[src/rtl/cpu_racket_control.sv]
// Computer-controlled player-2 racket. It follows the ball while the ball moves
// toward the left racket, and otherwise drifts back to mid-screen. It updates once per frame.
module cpu_racket_control #(
  parameter int Y_MIN        = 51,
  parameter int Y_MAX        = 717,
  parameter int RACKET_H     = 80,
  parameter int BALL_SIZE    = 15,
  parameter int STEP         = 4,
  parameter int DEAD_ZONE    = 2,
  parameter int REACT_X      = 512,
  parameter int REACT_FRAMES = 2,
  parameter int X_START      = 504
) (
  input  logic        clk65MHz,
  input  logic        rst,
  input  logic        enable,
  input  logic        end_of_frame,
  input  logic [10:0] x_pos_of_ball,
  input  logic [10:0] y_pos_of_ball,
  output logic [9:0]  pos_of_player_2,
  output logic        tracking
);

  localparam logic signed [12:0] LO13     = 13'(Y_MIN);
  localparam logic signed [12:0] HI13     = 13'(Y_MAX - RACKET_H);
  localparam logic signed [12:0] OFF13    = 13'(BALL_SIZE / 2 - RACKET_H / 2);
  localparam logic signed [12:0] STEP13   = 13'(STEP);
  localparam logic signed [12:0] DZ13     = 13'(DEAD_ZONE);
  localparam logic [9:0]         CENTER_Y = 10'((Y_MIN + Y_MAX - RACKET_H) / 2);
  localparam logic [10:0]        REACT_X11 = 11'(REACT_X);
  localparam logic [10:0]        X_START11 = 11'(X_START);
  localparam logic [7:0]         REACT_LOAD = 8'((REACT_FRAMES > 0) ? REACT_FRAMES - 1 : 0);

  typedef enum logic [1:0] {S_IDLE, S_CENTER, S_WAIT, S_TRACK} state_t;

  state_t      state_reg, state_next;
  logic [9:0]  pos_reg, pos_next;
  logic [10:0] prev_x_reg, prev_x_next;
  logic [7:0]  react_cnt_reg, react_cnt_next;
  logic        tracking_reg, tracking_next;

  logic              approaching;
  logic signed [12:0] target_raw;
  logic [9:0]        target;

  function automatic logic [9:0] clamp_pos(input logic signed [12:0] v);
    if (v < LO13) return LO13[9:0];
    if (v > HI13) return HI13[9:0];
    return v[9:0];
  endfunction

  // Step toward goal by at most STEP without overshooting; small errors are ignored.
  function automatic logic [9:0] move_toward(input logic [9:0] pos, input logic [9:0] goal);
    logic signed [12:0] d;
    logic signed [12:0] mag;
    logic signed [12:0] step;
    d    = $signed({3'b000, goal}) - $signed({3'b000, pos});
    mag  = d[12] ? -d : d;
    step = (mag < STEP13) ? mag : STEP13;
    if (mag <= DZ13) return pos;
    if (d[12]) return clamp_pos($signed({3'b000, pos}) - step);
    return clamp_pos($signed({3'b000, pos}) + step);
  endfunction

  assign approaching = (x_pos_of_ball < prev_x_reg);
  assign target_raw  = $signed({2'b00, y_pos_of_ball}) + OFF13;
  assign target      = clamp_pos(target_raw);

  always_comb begin
    state_next     = state_reg;
    pos_next       = pos_reg;
    prev_x_next    = prev_x_reg;
    react_cnt_next = react_cnt_reg;
    if (end_of_frame) prev_x_next = x_pos_of_ball;

    if (!enable) begin
      state_next     = S_IDLE;
      pos_next       = CENTER_Y;
      react_cnt_next = 8'd0;
    end else if (end_of_frame) begin
      case (state_reg)
        S_IDLE: begin
          state_next = S_CENTER;
          pos_next   = CENTER_Y;
        end
        S_CENTER: begin
          pos_next = move_toward(pos_reg, CENTER_Y);
          if (approaching && (x_pos_of_ball < REACT_X11)) begin
            if (REACT_FRAMES == 0) begin
              state_next = S_TRACK;
            end else begin
              state_next     = S_WAIT;
              react_cnt_next = REACT_LOAD;
            end
          end
        end
        S_WAIT: begin
          if (!approaching)                state_next = S_CENTER;
          else if (react_cnt_reg == 8'd0) state_next = S_TRACK;
          else                             react_cnt_next = react_cnt_reg - 8'd1;
        end
        S_TRACK: begin
          if (!approaching) state_next = S_CENTER;
          else              pos_next   = move_toward(pos_reg, target);
        end
        default: state_next = S_IDLE;
      endcase
    end
    tracking_next = (state_next == S_TRACK);
  end

  always_ff @(posedge clk65MHz) begin
    if (rst) begin
      state_reg     <= S_IDLE;
      pos_reg       <= CENTER_Y;
      prev_x_reg    <= X_START11;
      react_cnt_reg <= 8'd0;
      tracking_reg  <= 1'b0;
    end else begin
      state_reg     <= state_next;
      pos_reg       <= pos_next;
      prev_x_reg    <= prev_x_next;
      react_cnt_reg <= react_cnt_next;
      tracking_reg  <= tracking_next;
    end
  end

  assign pos_of_player_2 = pos_reg;
  assign tracking        = tracking_reg;

endmodule

[config.mk]
export PLATFORM = sky130hd
export DESIGN_NAME = cpu_racket_control
export DESIGN_NICKNAME = d
export VERILOG_FILES = /design/src/rtl/cpu_racket_control.sv
export SDC_FILE = /design/constraint.sdc
export NUM_CORES = 1
export LEC_CHECK = 0
export ABC_CLOCK_PERIOD_IN_PS = 20200
export CAP_MARGIN = 20
export CELL_PAD_IN_SITES_DETAIL_PLACEMENT = 0
export CELL_PAD_IN_SITES_GLOBAL_PLACEMENT = 2
export CORE_AREA = 2 2 134 136
export CTS_CLUSTER_SIZE = 14
export DETAILED_ROUTE_END_ITERATION = 8
export DIE_AREA = 0 0 136 138
export PLACE_DENSITY = 0.95
export SETUP_SLACK_MARGIN = 0.5
export SYNTH_ARGS = -nofsm -noshare
export SYNTH_HDL_FRONTEND = slang
export SYNTH_SLANG_ARGS = --single-unit
[constraint.sdc]
create_clock -name clk65MHz -period 20.2 [get_ports clk65MHz]
set_input_delay 3.03 -clock clk65MHz [delete_from_list [all_inputs] [get_ports clk65MHz]]
set_output_delay 3.03 -clock clk65MHz [all_outputs]
set_load 0.05 [all_outputs]
==> impl_metrics.toml, run 1 <==
[run_status]
status = "finished clean"

[clock_network]
post_cts_resized = 0
htree_levels = 2
clk_pin_slew_worst_paths_ns = 0.05
cts_setup_buffers = 0
cts_root_buffer = "clkbuf_16"
clockBufferDepth = 2
cts_tree = "done"
insertion_delay_ns = 0.27
hold_buffers = 0
cts_sinks = 32
cts_buffers = 5

[finish]
largest_reg_flops = 11
fillers = 1846
layout.nets = 1038
diodes = 0
drive_above_1_share = 0.0523
area_delta_synth_final_pct = 9.86
final_util = 0.417

[sta]
fmax_ghz = 0.0795
fin_crit_ns = 12.57
timing.setup.tns_ns = 0
hold_viol = 0
relSlewSlack = 0.391
finalCritPeriodShare = 0.622
worst_pin_slew_ns = 0.911
clock_skew_ns = 0.00193
grt_setup_unrepaired = "false"
slew_violations = 0
final-setup-viol-count = 0

[power_and_ir_drop]
power_leakage_nw = 2.96
vdd_drop_max_mv = 0.0336
cellPowerDensity_nw_per_um2 = 70.3

[floorplanning]
num_rows = 49
design.core.area_um2 = 17500
die_w_um = 136
die_y_um = 138
start_util = 0.379
boundaryPins = 37
dieArea_um2 = 18800

[synthesis]
yosysUniqueCellTypes = 86
synth_edf_count = 0
yosys.area.top_type = "ha_1"
synth_seq_cells = 32
ys_warn_count = 0
avgSynthCellArea_um2 = 7.15
synth_area_um2 = 6650
synthTopCellsByArea = "ha_1 (13%), dfxtp_1 (9.6%), xnor2_1 (6.1%)"
syn_inst = 930
async_flop_share = 0
synth_seq_area_share = 0.0963
synth_common_cells = "nor2_1 (81), ha_1 (70), inv_1 (68)"
synth_top_area_frac = 0.132
synth-main-ff-cell = "dfxtp_1"
synth_most_common_cell = "nor2_1"

[placed_design]
dpl.hpwl_mm = 15.7
gp_congestion = 0.952
port_buffers = 36

[run]
max_cap_viol_count = 0

[critical_path]
crit_type = "primary input to register"
slowest_stage = "xor2_1"
cpMostUsedCell = "ha_1"
crit_arrival_ns = 12.69
critical-path-max-stage-delay_ns = 0.63
crit_required_ns = 20.32
cp-start-kind = "primary input"
crit_fanout = 10
end_kind = "register"

[detailed_routing]
drc = 0
viasPerCell = 5.92
vias = 6897
drt-total-wl_mm = 19.9
detail_route.wl_per_cell_um = 17.1
ant_nets = 0
drt_pass1_iterations = 5
dr.first_iter.drc_count = 640

[min_path]
hp-class = "register to register"

[global_route]
grt.total_usage = 0.208
antenna_found_initial = 0
grt_max_degree = 25
grt_pass1_vias = 6271
grt_pass1_wl_mm = 32.4
grt-ovfl-total = 0
## where the power goes
part           switching (W)  leakage, nW  internal [W]  total (W)
Combinational       0.000224         2.62      0.000142   0.000366
Sequential        0.00000436        0.262     0.0000656  0.0000699
Clock              0.0000260       0.0760     0.0000517  0.0000777
## layout make-up
type                    instances  area, um2  share of cell area
multi-input cells             791       5590               0.765
inverters                      68        255              0.0349
clock buffers                   7        153              0.0209
well taps                     229        287              0.0392
repair buffers                 39        383              0.0524
flip-flops and latches         32        641              0.0877
## worst max-delay path, delay by kind of cell
kind                     cells  cell delay [ns]
XOR/XNOR                     2             0.82
AO/OA/AOI/OAI               15             3.33
adder cells (fa/ha/maj)      6             1.79
buffers and inverters        4             0.72
AND/OR/NAND/NOR             11             2.98
## kinds of logic after synthesis
group	after synthesis	share of synthesized area
simple gates	339	0.269
fa+ha+maj	75	0.147
flops	32	0.0963
compound gates	299	0.323
other cells	1	0.000564
mux	9	0.0135
xor+xnor	66	0.0869
buf+inv	109	0.0645
## metrics by stage
stage	cell area, um2	setup WS, ns	instances	hold WS [ns]	power, W
2_1_floorplan	6660	8.83	932	0.459	0.000348
3_3_place_gp	7160	7.57	1159	0.473	0.000433
3_5_place_dp	7160	7.40	1159	0.480	0.000429
4_1_cts	7310	7.68	1166	0.490	0.000508
5_1_grt	7310	6.59	1166	0.521	0.000555
6_report	7310	7.63	1166	0.489	0.000514
## layer usage
layer | up-vias | wire length (um) | GRT usage
met4 | 0 | 471 | 0.0537
met3 | 29 | 892 | 0.0150
met1 | 3188 | 9610 | 0.302
li1 | 3466 | - | -
met2 | 214 | 8940 | 0.331
met5 | - | 0 | 0
## final timing paths
path	from	to	slack, ns	depth (start not counted)
worst min-delay path	prev_x_reg[7]	prev_x_reg[7]	0.49	2
worst max-delay path	y_pos_of_ball[0]	pos_of_player_2[6]	7.63	38
worst max register to register	pos_of_player_2[1]	pos_of_player_2[6]	11.74	25
worst min register to register	prev_x_reg[7]	prev_x_reg[7]	0.49	2
## cells in the final DEF (no fill, tap or decap), types with 20 or more instances in the layout
cell and n:
nor2_1 81, inv_1 68, o21ai_0 38, xnor2_1 46, nand2_1 58, clkdlybuf4s50_1 36, nand3_1 20, nor3_1 39
a21oi_1 54, o31ai_1 20, xor2_1 20, nand2b_1 22, dfxtp_1 32, ha_1 70
Power figures use the tool's default switching activity.
==> run 2: changes to the inputs <==
==> config.mk (replaced) <==
export PLATFORM = sky130hd
export DESIGN_NAME = cpu_racket_control
export DESIGN_NICKNAME = d
export VERILOG_FILES = /design/src/rtl/cpu_racket_control.sv
export SDC_FILE = /design/constraint.sdc
export NUM_CORES = 1
export LEC_CHECK = 0
export ABC_CLOCK_PERIOD_IN_PS = 11200
export CAP_MARGIN = 20
export CELL_PAD_IN_SITES_DETAIL_PLACEMENT = 0
export CELL_PAD_IN_SITES_GLOBAL_PLACEMENT = 2
export CORE_AREA = 2 2 145 147
export CTS_CLUSTER_SIZE = 14
export DETAILED_ROUTE_END_ITERATION = 8
export DIE_AREA = 0 0 147 149
export PLACE_DENSITY = 0.88
export SETUP_SLACK_MARGIN = 0.5
export SYNTH_ARGS = -nofsm -noshare
export SYNTH_HDL_FRONTEND = slang
export SYNTH_SLANG_ARGS = --single-unit
==> constraint.sdc (replaced) <==
create_clock -name clk65MHz -period 11.2 [get_ports clk65MHz]
set_input_delay 1.68 -clock clk65MHz [delete_from_list [all_inputs] [get_ports clk65MHz]]
set_output_delay 1.68 -clock clk65MHz [all_outputs]
set_load 0.05 [all_outputs]
==> run 2 against run 1 <==
Compared with the run above: largest power group unchanged; first-iteration DRC count is 16% lower; count of clock-buffer cells in the layout is 1 lower; wire length is 7.0% higher; critical path depth is 4 lower; sequential power is 80% higher; flip-flop and latch count stayed put; clock skew is 0.0059 ns higher; highest routed layer unchanged; die area is 17% higher; setup slack worse by 6.8 ns; sequential share of layout area is 0.50 points lower.
==> impl_metrics.toml, run 2 (synthesis results as in run 1) <==
[placed_design]
port_buffers = 36
gp_congestion = 0.929
pre_cts_ws_ns = 0.0637
place_inst = 1218
dpl.hpwl_mm = 16.6
dpl_cell_area_um2 = 7310

[detailed_routing]
detail_route.wl_per_cell_um = 17.3
drc = 0
drt_pass1_iterations = 5
dr.first_iter.drc_count = 540
drt-total-wl_mm = 21.3
vias = 6993
ant_nets = 0
viasPerCell = 5.68

[sta]
final-setup-viol-count = 0
timing.hold.ws_ns = 0.482
grt_setup_unrepaired = "false"
relSlewSlack = 0.367
slew_violations = 0
clock_skew_ns = 0.00783
worst_pin_slew_ns = 0.946
worst_slack_ns = 0.807
finalCritPeriodShare = 0.928
timing.setup.tns_ns = 0
fmax_ghz = 0.0962
hold_viol = 0
fin_crit_ns = 10.39

[finish]
final_cell_area_um2 = 7750
layout_common_cells = "nor2_1 (80), inv_1 (67), ha_1 (65)"
fillers = 2123
drive_above_1_share = 0.108
final_common_cell = "nor2_1"
layout.nets = 1057
multiInputGateArea_um2 = 5820
fin_cells = 1232
largest_reg_flops = 11
ff_latch_area_um2 = 641
area_delta_synth_final_pct = 16.5
diodes = 0

[critical_path]
crit_arrival_ns = 10.52
slowest_stage = "or4b_4"
critical-path-max-stage-delay_ns = 0.59
crit_required_ns = 11.33
crit_type = "primary input to register"
cp-start-kind = "primary input"
cpMostUsedCell = "a311o_1"
end_kind = "register"
crit_fanout = 14

[power_and_ir_drop]
vdd_drop_max_mv = 0.0501
power_leakage_nw = 3.10
cellPowerDensity_nw_per_um2 = 131

[clock_network]
clk_pin_slew_worst_paths_ns = 0.06
insertion_delay_ns = 0.28
cts_root_buffer = "clkbuf_16"
cts_tree = "done"
hold_buffers = 0
htree_levels = 2
clockBufferDepth = 2
cts_sinks = 32
cts_buffers = 5

[floorplanning]
dieArea_um2 = 21900
die_w_um = 147
design.core.area_um2 = 20600
start_util = 0.324
boundaryPins = 37
die_y_um = 149
num_rows = 53

[global_route]
antenna_found_initial = 0
grt.total_usage = 0.187
grt_pass1_wl_mm = 33.5
grt_max_degree = 25
grt-ovfl-total = 0
grt_pass1_vias = 6392

[min_path]
hp-class = "register to register"

[run]
max_cap_viol_count = 0

[run_status]
status = "finished clean"
[run 2: worst max-delay path: cells and delay by family]
family | cells | cell delay, ns
buffers and inverters | 3 | 0.69
AO/OA/AOI/OAI | 14 | 3.49
AND/OR/NAND/NOR | 11 | 2.98
XOR/XNOR | 2 | 0.45
adder cells (fa/ha/maj) | 4 | 1.22
[run 2: layer usage]
metal	up-vias	wire length, um	GRT usage
met1	3264	9770	0.251
li1	3495	-	-
met4	0	681	0.0625
met2	192	9930	0.318
met3	42	927	0.0135
met5	-	0	0
[run 2: layout make-up]
cell class,count,share of cell area
timing repair buffer,58,0.0678
clock buffer,6,0.0166
clock inverter,2,0.00452
multi-input combinational,791,0.751
sequential,32,0.0827
inverter,68,0.0329
tap,275,0.0444
[run 2: per-stage QoR]
| step | total power, W | utilization |
|---|---|---|
| floorplan | 0.000627 | - |
| global route | 0.00109 | 0.377 |
| detailed placement | 0.000786 | 0.356 |
| global placement | 0.000792 | 0.356 |
| CTS | 0.000954 | 0.365 |
| finish | 0.00101 | 0.377 |
[run 2: worst paths after layout]
| path | from | end | slack, ns | depth (start not counted) |
|---|---|---|---|---|
| hold reg to reg | prev_x_reg[4] | prev_x_reg[4] | 0.48 | 2 |
| setup / recovery | y_pos_of_ball[0] | pos_of_player_2[6] | 0.81 | 34 |
| setup reg to reg | pos_of_player_2[1] | pos_of_player_2[6] | 2.98 | 21 |
| hold / removal | prev_x_reg[4] | prev_x_reg[4] | 0.48 | 2 |
[run 2: timing repair]
action | in CTS | in global routing
hold endpoints to repair | 0 | 0
buffers inserted | 2 | 4
endpoints found under the setup margin | 5 | 10
resized for setup | 5 | 44
pin swaps | 0 | 5
[run 2: where the power goes]
part	total [W]	internal [W]	switching, W
sequential	0.000126	0.000118	0.00000731
combinational	0.000732	0.000299	0.000433
clock	0.000153	0.000104	0.0000490
